`src/rtl/enc_pkg.sv`:
```
// enc_pkg: operation codes, RV32 opcode/funct constants and loader states for instr_encoder.
package enc_pkg;
  typedef enum logic [3:0] {
    OP_ADD  = 4'd0,
    OP_SUB  = 4'd1,
    OP_AND  = 4'd2,
    OP_XOR  = 4'd3,
    OP_SLL  = 4'd4,
    OP_ADDI = 4'd5,
    OP_ANDI = 4'd6,
    OP_LW   = 4'd7,
    OP_SW   = 4'd8,
    OP_LUI  = 4'd9
  } op_e;
  typedef enum logic [1:0] {IDLE, LOAD, DONE} state_e;
  localparam logic [6:0] OPC_R    = 7'b0110011;
  localparam logic [6:0] OPC_I    = 7'b0010011;
  localparam logic [6:0] OPC_LOAD = 7'b0000011;
  localparam logic [6:0] OPC_S    = 7'b0100011;
  localparam logic [6:0] OPC_LUI  = 7'b0110111;
  localparam logic [2:0] F3_ADD = 3'b000;
  localparam logic [2:0] F3_AND = 3'b111;
  localparam logic [2:0] F3_XOR = 3'b100;
  localparam logic [2:0] F3_SLL = 3'b001;
  localparam logic [2:0] F3_LW  = 3'b010;
  localparam logic [2:0] F3_SW  = 3'b010;
  localparam logic [6:0] F7_BASE = 7'b0000000;
  localparam logic [6:0] F7_SUB  = 7'b0100000;
endpackage

```
`src/rtl/instr_field_pack.sv`:
```
// instr_field_pack: combinational RV32 encoder for the supported op subset.
// Optional immediate range checking is enabled by ENC_RANGE_CHECK_EN.
module instr_field_pack
  import enc_pkg::*;
(
  input  logic [3:0]  op,
  input  logic [4:0]  rd,
  input  logic [4:0]  rs1,
  input  logic [4:0]  rs2,
  input  logic [31:0] imm,
  output logic [31:0] word,
  output logic        legal
);
  logic imm12_ok, imm20_ok;
  logic [2:0] f3;
  logic [6:0] f7;
`ifdef ENC_RANGE_CHECK_EN
  assign imm12_ok = &imm[31:11] | ~|imm[31:11];
  assign imm20_ok = ~|imm[31:20];
`else
  logic unused_imm;
  assign unused_imm = ^imm[31:20];
  assign imm12_ok = 1'b1;
  assign imm20_ok = 1'b1;
`endif
  assign f3 = (op == OP_AND || op == OP_ANDI) ? F3_AND :
              op == OP_XOR ? F3_XOR :
              op == OP_SLL ? F3_SLL :
              op == OP_LW  ? F3_LW  : F3_ADD;
  assign f7 = op == OP_SUB ? F7_SUB : F7_BASE;
  always_comb begin
    word  = '0;
    legal = 1'b0;
    case (op)
      OP_ADD, OP_SUB, OP_AND, OP_XOR, OP_SLL: begin
        word  = {f7, rs2, rs1, f3, rd, OPC_R};
        legal = 1'b1;
      end
      OP_ADDI, OP_ANDI, OP_LW: begin
        word  = {imm[11:0], rs1, f3, rd, op == OP_LW ? OPC_LOAD : OPC_I};
        legal = imm12_ok;
      end
      OP_SW: begin
        word  = {imm[11:5], rs2, rs1, F3_SW, imm[4:0], OPC_S};
        legal = imm12_ok;
      end
      OP_LUI: begin
        word  = {imm[19:0], rd, OPC_LUI};
        legal = imm20_ok;
      end
      default: ;
    endcase
  end
endmodule

```
`src/rtl/instr_encoder.sv`:
```
// instr_encoder: program loader writing encoded RV32 words to consecutive imem addresses.
// Define ENC_RANGE_CHECK_EN to drop ops whose immediates do not fit their fields.
module instr_encoder
  import enc_pkg::*;
#(
  parameter int ADDR_W    = 8,
  parameter int BASE_ADDR = 0
) (
  input  logic              clk,
  input  logic              rst,
  input  logic              start,
  input  logic              stop,
  input  logic              in_valid,
  output logic              in_ready,
  input  logic [3:0]        op,
  input  logic [4:0]        rd,
  input  logic [4:0]        rs1,
  input  logic [4:0]        rs2,
  input  logic [31:0]       imm,
  output logic              imem_we,
  output logic [ADDR_W-1:0] imem_addr,
  output logic [31:0]       imem_wdata,
  output logic              busy,
  output logic              done,
  output logic              err,
  output logic [ADDR_W:0]   count
);
  localparam logic [ADDR_W-1:0] LAST = '1;
  localparam logic [ADDR_W-1:0] BASE = ADDR_W'(BASE_ADDR);
  state_e state, state_d;
  logic [ADDR_W-1:0] ptr;
  logic full, legal, acc, wr;
  logic [31:0] word;
  instr_field_pack u_pack (
    .op(op), .rd(rd), .rs1(rs1), .rs2(rs2), .imm(imm), .word(word), .legal(legal)
  );
  assign busy     = state == LOAD;
  assign done     = state == DONE;
  assign in_ready = busy && !full;
  // a restart discards any op offered in the same cycle
  assign acc = in_valid && in_ready && !start;
  assign wr  = acc && legal;
  always_comb
    state_d = start ? LOAD :
              (busy && (stop || (wr && ptr == LAST))) ? DONE : state;
  always_ff @(posedge clk or posedge rst) begin
    if (rst) begin
      state      <= IDLE;
      ptr        <= '0;
      full       <= 1'b0;
      count      <= '0;
      err        <= 1'b0;
      imem_we    <= 1'b0;
      imem_addr  <= '0;
      imem_wdata <= '0;
    end else begin
      state   <= state_d;
      imem_we <= wr;
      if (wr) begin
        imem_addr  <= ptr;
        imem_wdata <= word;
      end
      if (start) begin
        ptr   <= BASE;
        full  <= 1'b0;
        count <= '0;
        err   <= 1'b0;
      end else begin
        if (wr) begin
          count <= count + (ADDR_W+1)'(1);
          full  <= ptr == LAST;
          if (ptr != LAST) ptr <= ptr + ADDR_W'(1);
        end
        if (acc && !legal) err <= 1'b1;
      end
    end
  end
endmodule

```
`config.mk`:
```
export PLATFORM = sky130hd
export DESIGN_NAME = instr_encoder
export DESIGN_NICKNAME = d
export VERILOG_FILES = /design/src/rtl/enc_pkg.sv /design/src/rtl/instr_field_pack.sv /design/src/rtl/instr_encoder.sv
export SDC_FILE = /design/constraint.sdc
export NUM_CORES = 1
export LEC_CHECK = 0
export CAP_MARGIN = 20
export CORE_ASPECT_RATIO = 1.5
export CORE_MARGIN = 5
export CORE_UTILIZATION = 35
export DETAILED_ROUTE_END_ITERATION = 8
export PLACE_DENSITY_LB_ADDON = 0.1
export REMOVE_ABC_BUFFERS = 1
export SLEW_MARGIN = 20
export SYNTH_ARGS = -nofsm -noshare
export SYNTH_HDL_FRONTEND = slang
export SYNTH_SLANG_ARGS = --single-unit
```
`constraint.sdc`:
```
create_clock -name clk -period 6 [get_ports clk]
set_clock_uncertainty 0.15 [all_clocks]
set_input_delay 1.2 -clock clk [delete_from_list [all_inputs] [get_ports clk]]
set_output_delay 1.2 -clock clk [all_outputs]
set_load 0.03 [all_outputs]
```
==> qor.yml <==
grt_pass1_vias: 2632
worstPathRequired_ps: 6090
drc: 0
numCtsBuffers: 9
ys_top_cells_by_count: "59 x dfrtp_1, 40 x nand2_1, 28 x nor2_1"
ir_drop_mv: 0.197
gp_congestion: 0.795
post-dp-hpwl_um: 5470
synthAdderAreaFrac_pct: 0.866
powerDensity_nw_per_um2: 316
cts_sinks: 59
area_growth_syn_to_layout_pct: 44.0
grt_pass1_wl_um: 13300
fillers: 764
grt_usage_pct: 16.3
stdcell_area_um2: 4160
post-place-ws_ps: 1570
drt-initial-drc-count: 117
vias: 2588
worst-path-buf-inv: 2
row_count: 40
synth_top_area_share_pct: 51.1
diodes: 0
clk_pin_slew_ps: 50
coreArea_um2: 8060
yosysTopAreaCell: "dfrtp_1"
cp.arrival_ps: 4150
synth_edf_count: 0
finalHoldViolCount: 0
ys.flop_type: "dfrtp_1"
timing.fmax_mhz: 246
slowest_stage: "inv_1"
final_nets: 447
root_buffer: "clkbuf_16"
synth-compound-area-share_pct: 19.8
synth-xor-area-share_pct: 0.909
firstDrtPassIters: 4
cts_resized: 0
final_antenna_net_count: 0
htreeDepth: 3
drv_cap: 0
whs_path_depth: 2
pin_count: 110
status: "finished, final reports clean"
viasPerCell: 5.21
die_width_um: 84.2
ys_top_cells_by_area: "dfrtp_1 51%, nand2_1 5.2%, nor2_1 3.6%, nor2b_1 2.2%, a22o_1 2.1%"
synth_mux_area_share_pct: 1.13
path_cells: "clkdlybuf4s50_1 -> o21a_1 -> or3_4 -> inv_1 -> a211oi_1 -> nor3_1"
avgSynthCellArea_um2: 9.63
ys_seq_area_share_pct: 51.1
die_area_um2: 10200
max_stage_delay_ps: 810
crit_path_max_fanout: 50
setup_viol: 0
hold_path.class: "flip-flop to flip-flop"
slew_violations: 0
async_reset_ff_share_pct: 100
io_buffers: 95
synth_seq_cells: 59
synth_simple_gate_area_share_pct: 20.8
grt_max_degree: 60
ff2ff_path_depth: 6
holdWs_ps: 319
synthCells: 300
antenna_found_initial: 0
wire_per_inst_um: 16.2
synth_top_family_by_area: "simple AND/OR/NAND/NOR gates"
die_y_um: 121
cts_tree: "built"
mappedNetlistArea_um2: 2890
cp_top_family: "buffers and inverters"
postCtsSetupRepairBufs: 0
ys_warn_count: 0
leakage_nw: 1.80
setup_tns_ps: 0
gr-total-overflow: 0
wirelength_um: 8050
layout_setup_ws_ps: 1940
criticalPathCategory: "input pin to flip-flop"
drive_gt1_share_pct: 6.12
placed_cell_area_um2: 3890
crit_cells: 6
clk_latency_ps: 320
fin_crit_sh_pct: 67.7
crit_path_end_kind: "flip-flop"
start_util_pct: 35.9
slew_headroom_pct: 33.6
setup.worst_path.start_class: "input pin"
min_period_ps: 4060
synth.distinct_cells: 47
hold_buffers: 0
rsz0062_at_grt: "false"
clock_path_buffers: 2
worstMarginPinSlew_ps: 995
synth_most_common_cell: "dfrtp_1"
[layout by cell type (no fill, tap or decap), drive strengths merged, types with 3 or more instances in the layout]
| cell | n |
|---|---|
| a211oi | 5 |
| a21o | 8 |
| a21oi | 11 |
| a221oi | 6 |
| a222oi | 5 |
| a22o | 7 |
| a31oi | 5 |
| a32oi | 4 |
| buf | 4 |
| clkbuf | 11 |
| clkdlybuf4s50 | 95 |
| clkinv | 3 |
| dfrtp | 59 |
| inv | 11 |
| nand2 | 40 |
| nand2b | 4 |
| nand3 | 9 |
| nor2 | 28 |
| nor2b | 10 |
| nor3 | 4 |
| nor3b | 4 |
| nor4 | 7 |
| o21a | 4 |
| o21ai | 10 |
| o31ai | 5 |
| or3 | 3 |
| or4 | 4 |
| xnor2 | 3 |
[registers in the layout (all words and copies together) (netlist names)]
register and count:
imem_addr 8, imem_wdata 29, err 1, ptr 8, count 9, imem_we 1
full 1, state 2
[worst paths after layout]
kind / start / endpoint / slack (ps)
min in group asynchronous: rst / ptr[3]$_DFFE_PP0P_ / 1270
setup / recovery: op[1] / state[1]$_DFFE_PP0P_ / 1940
setup reg to reg: state[1]$_DFFE_PP0P_ / state[1]$_DFFE_PP0P_ / 3130
hold reg to reg: imem_addr[0]$_DFFE_PP0P_ / imem_addr[0]$_DFFE_PP0P_ / 320
hold / removal: imem_addr[0]$_DFFE_PP0P_ / imem_addr[0]$_DFFE_PP0P_ / 320
max in group asynchronous: rst / imem_we$_DFF_PP0_ / 3950
[cell type report]
type | count | area (um2) | share of cell area [%]
sequential | 59 | 1480 | 35.5
multi-input combinational | 209 | 1260 | 30.4
clock inverter | 3 | 15.0 | 0.361
inverter | 11 | 41.3 | 0.992
tap | 105 | 131 | 3.16
clock buffer | 11 | 253 | 6.07
timing repair buffer | 99 | 981 | 23.6
[worst register-to-register path: cells and delay by family, from the launching register on]
| family | cells | cell delay, ps |
|---|---|---|
| compound gates | 1 | 180 |
| buf+inv | 2 | 1030 |
| simple gates | 3 | 1000 |
| flops | 1 | 430 |
[routing by layer]
metal | wire, um | GRT usage [%]
met2 | 3800 | 26.4
met4 | 108 | 6.14
met5 | 0 | 0
met3 | 665 | 5.98
met1 | 3480 | 19.8
[stage by stage]
| step | power [mW] | cells | util, % |
|---|---|---|---|
| 5_1_grt | 1.38 | 497 | 51.7 |
| 2_1_floorplan | 0.679 | 279 | - |
| 6_report | 1.31 | 497 | 51.7 |
| 3_5_place_dp | 0.859 | 483 | 48.3 |
| 4_1_cts | 1.33 | 497 | 51.7 |
| 3_3_place_gp | 0.855 | 483 | 48.3 |
[power by group]
group,switching (mW),total (mW),internal (mW)
logic,0.203,0.363,0.161
registers,0.0348,0.486,0.452
clock network,0.170,0.464,0.294
[kinds of logic (layout without fill, tap and decap cells)]
kind of cell	after synthesis	count (layout)
and+or+nand+nor	121	121
xor gates and xnor gates	3	3
AOI/OAI and AO/OA	78	78
buffers and inverters	33	124
muxes	3	3
DFF	59	59
adders and majority gates	2	2
other	1	2
No activity file was read; power rests on OpenSTA's default activity.
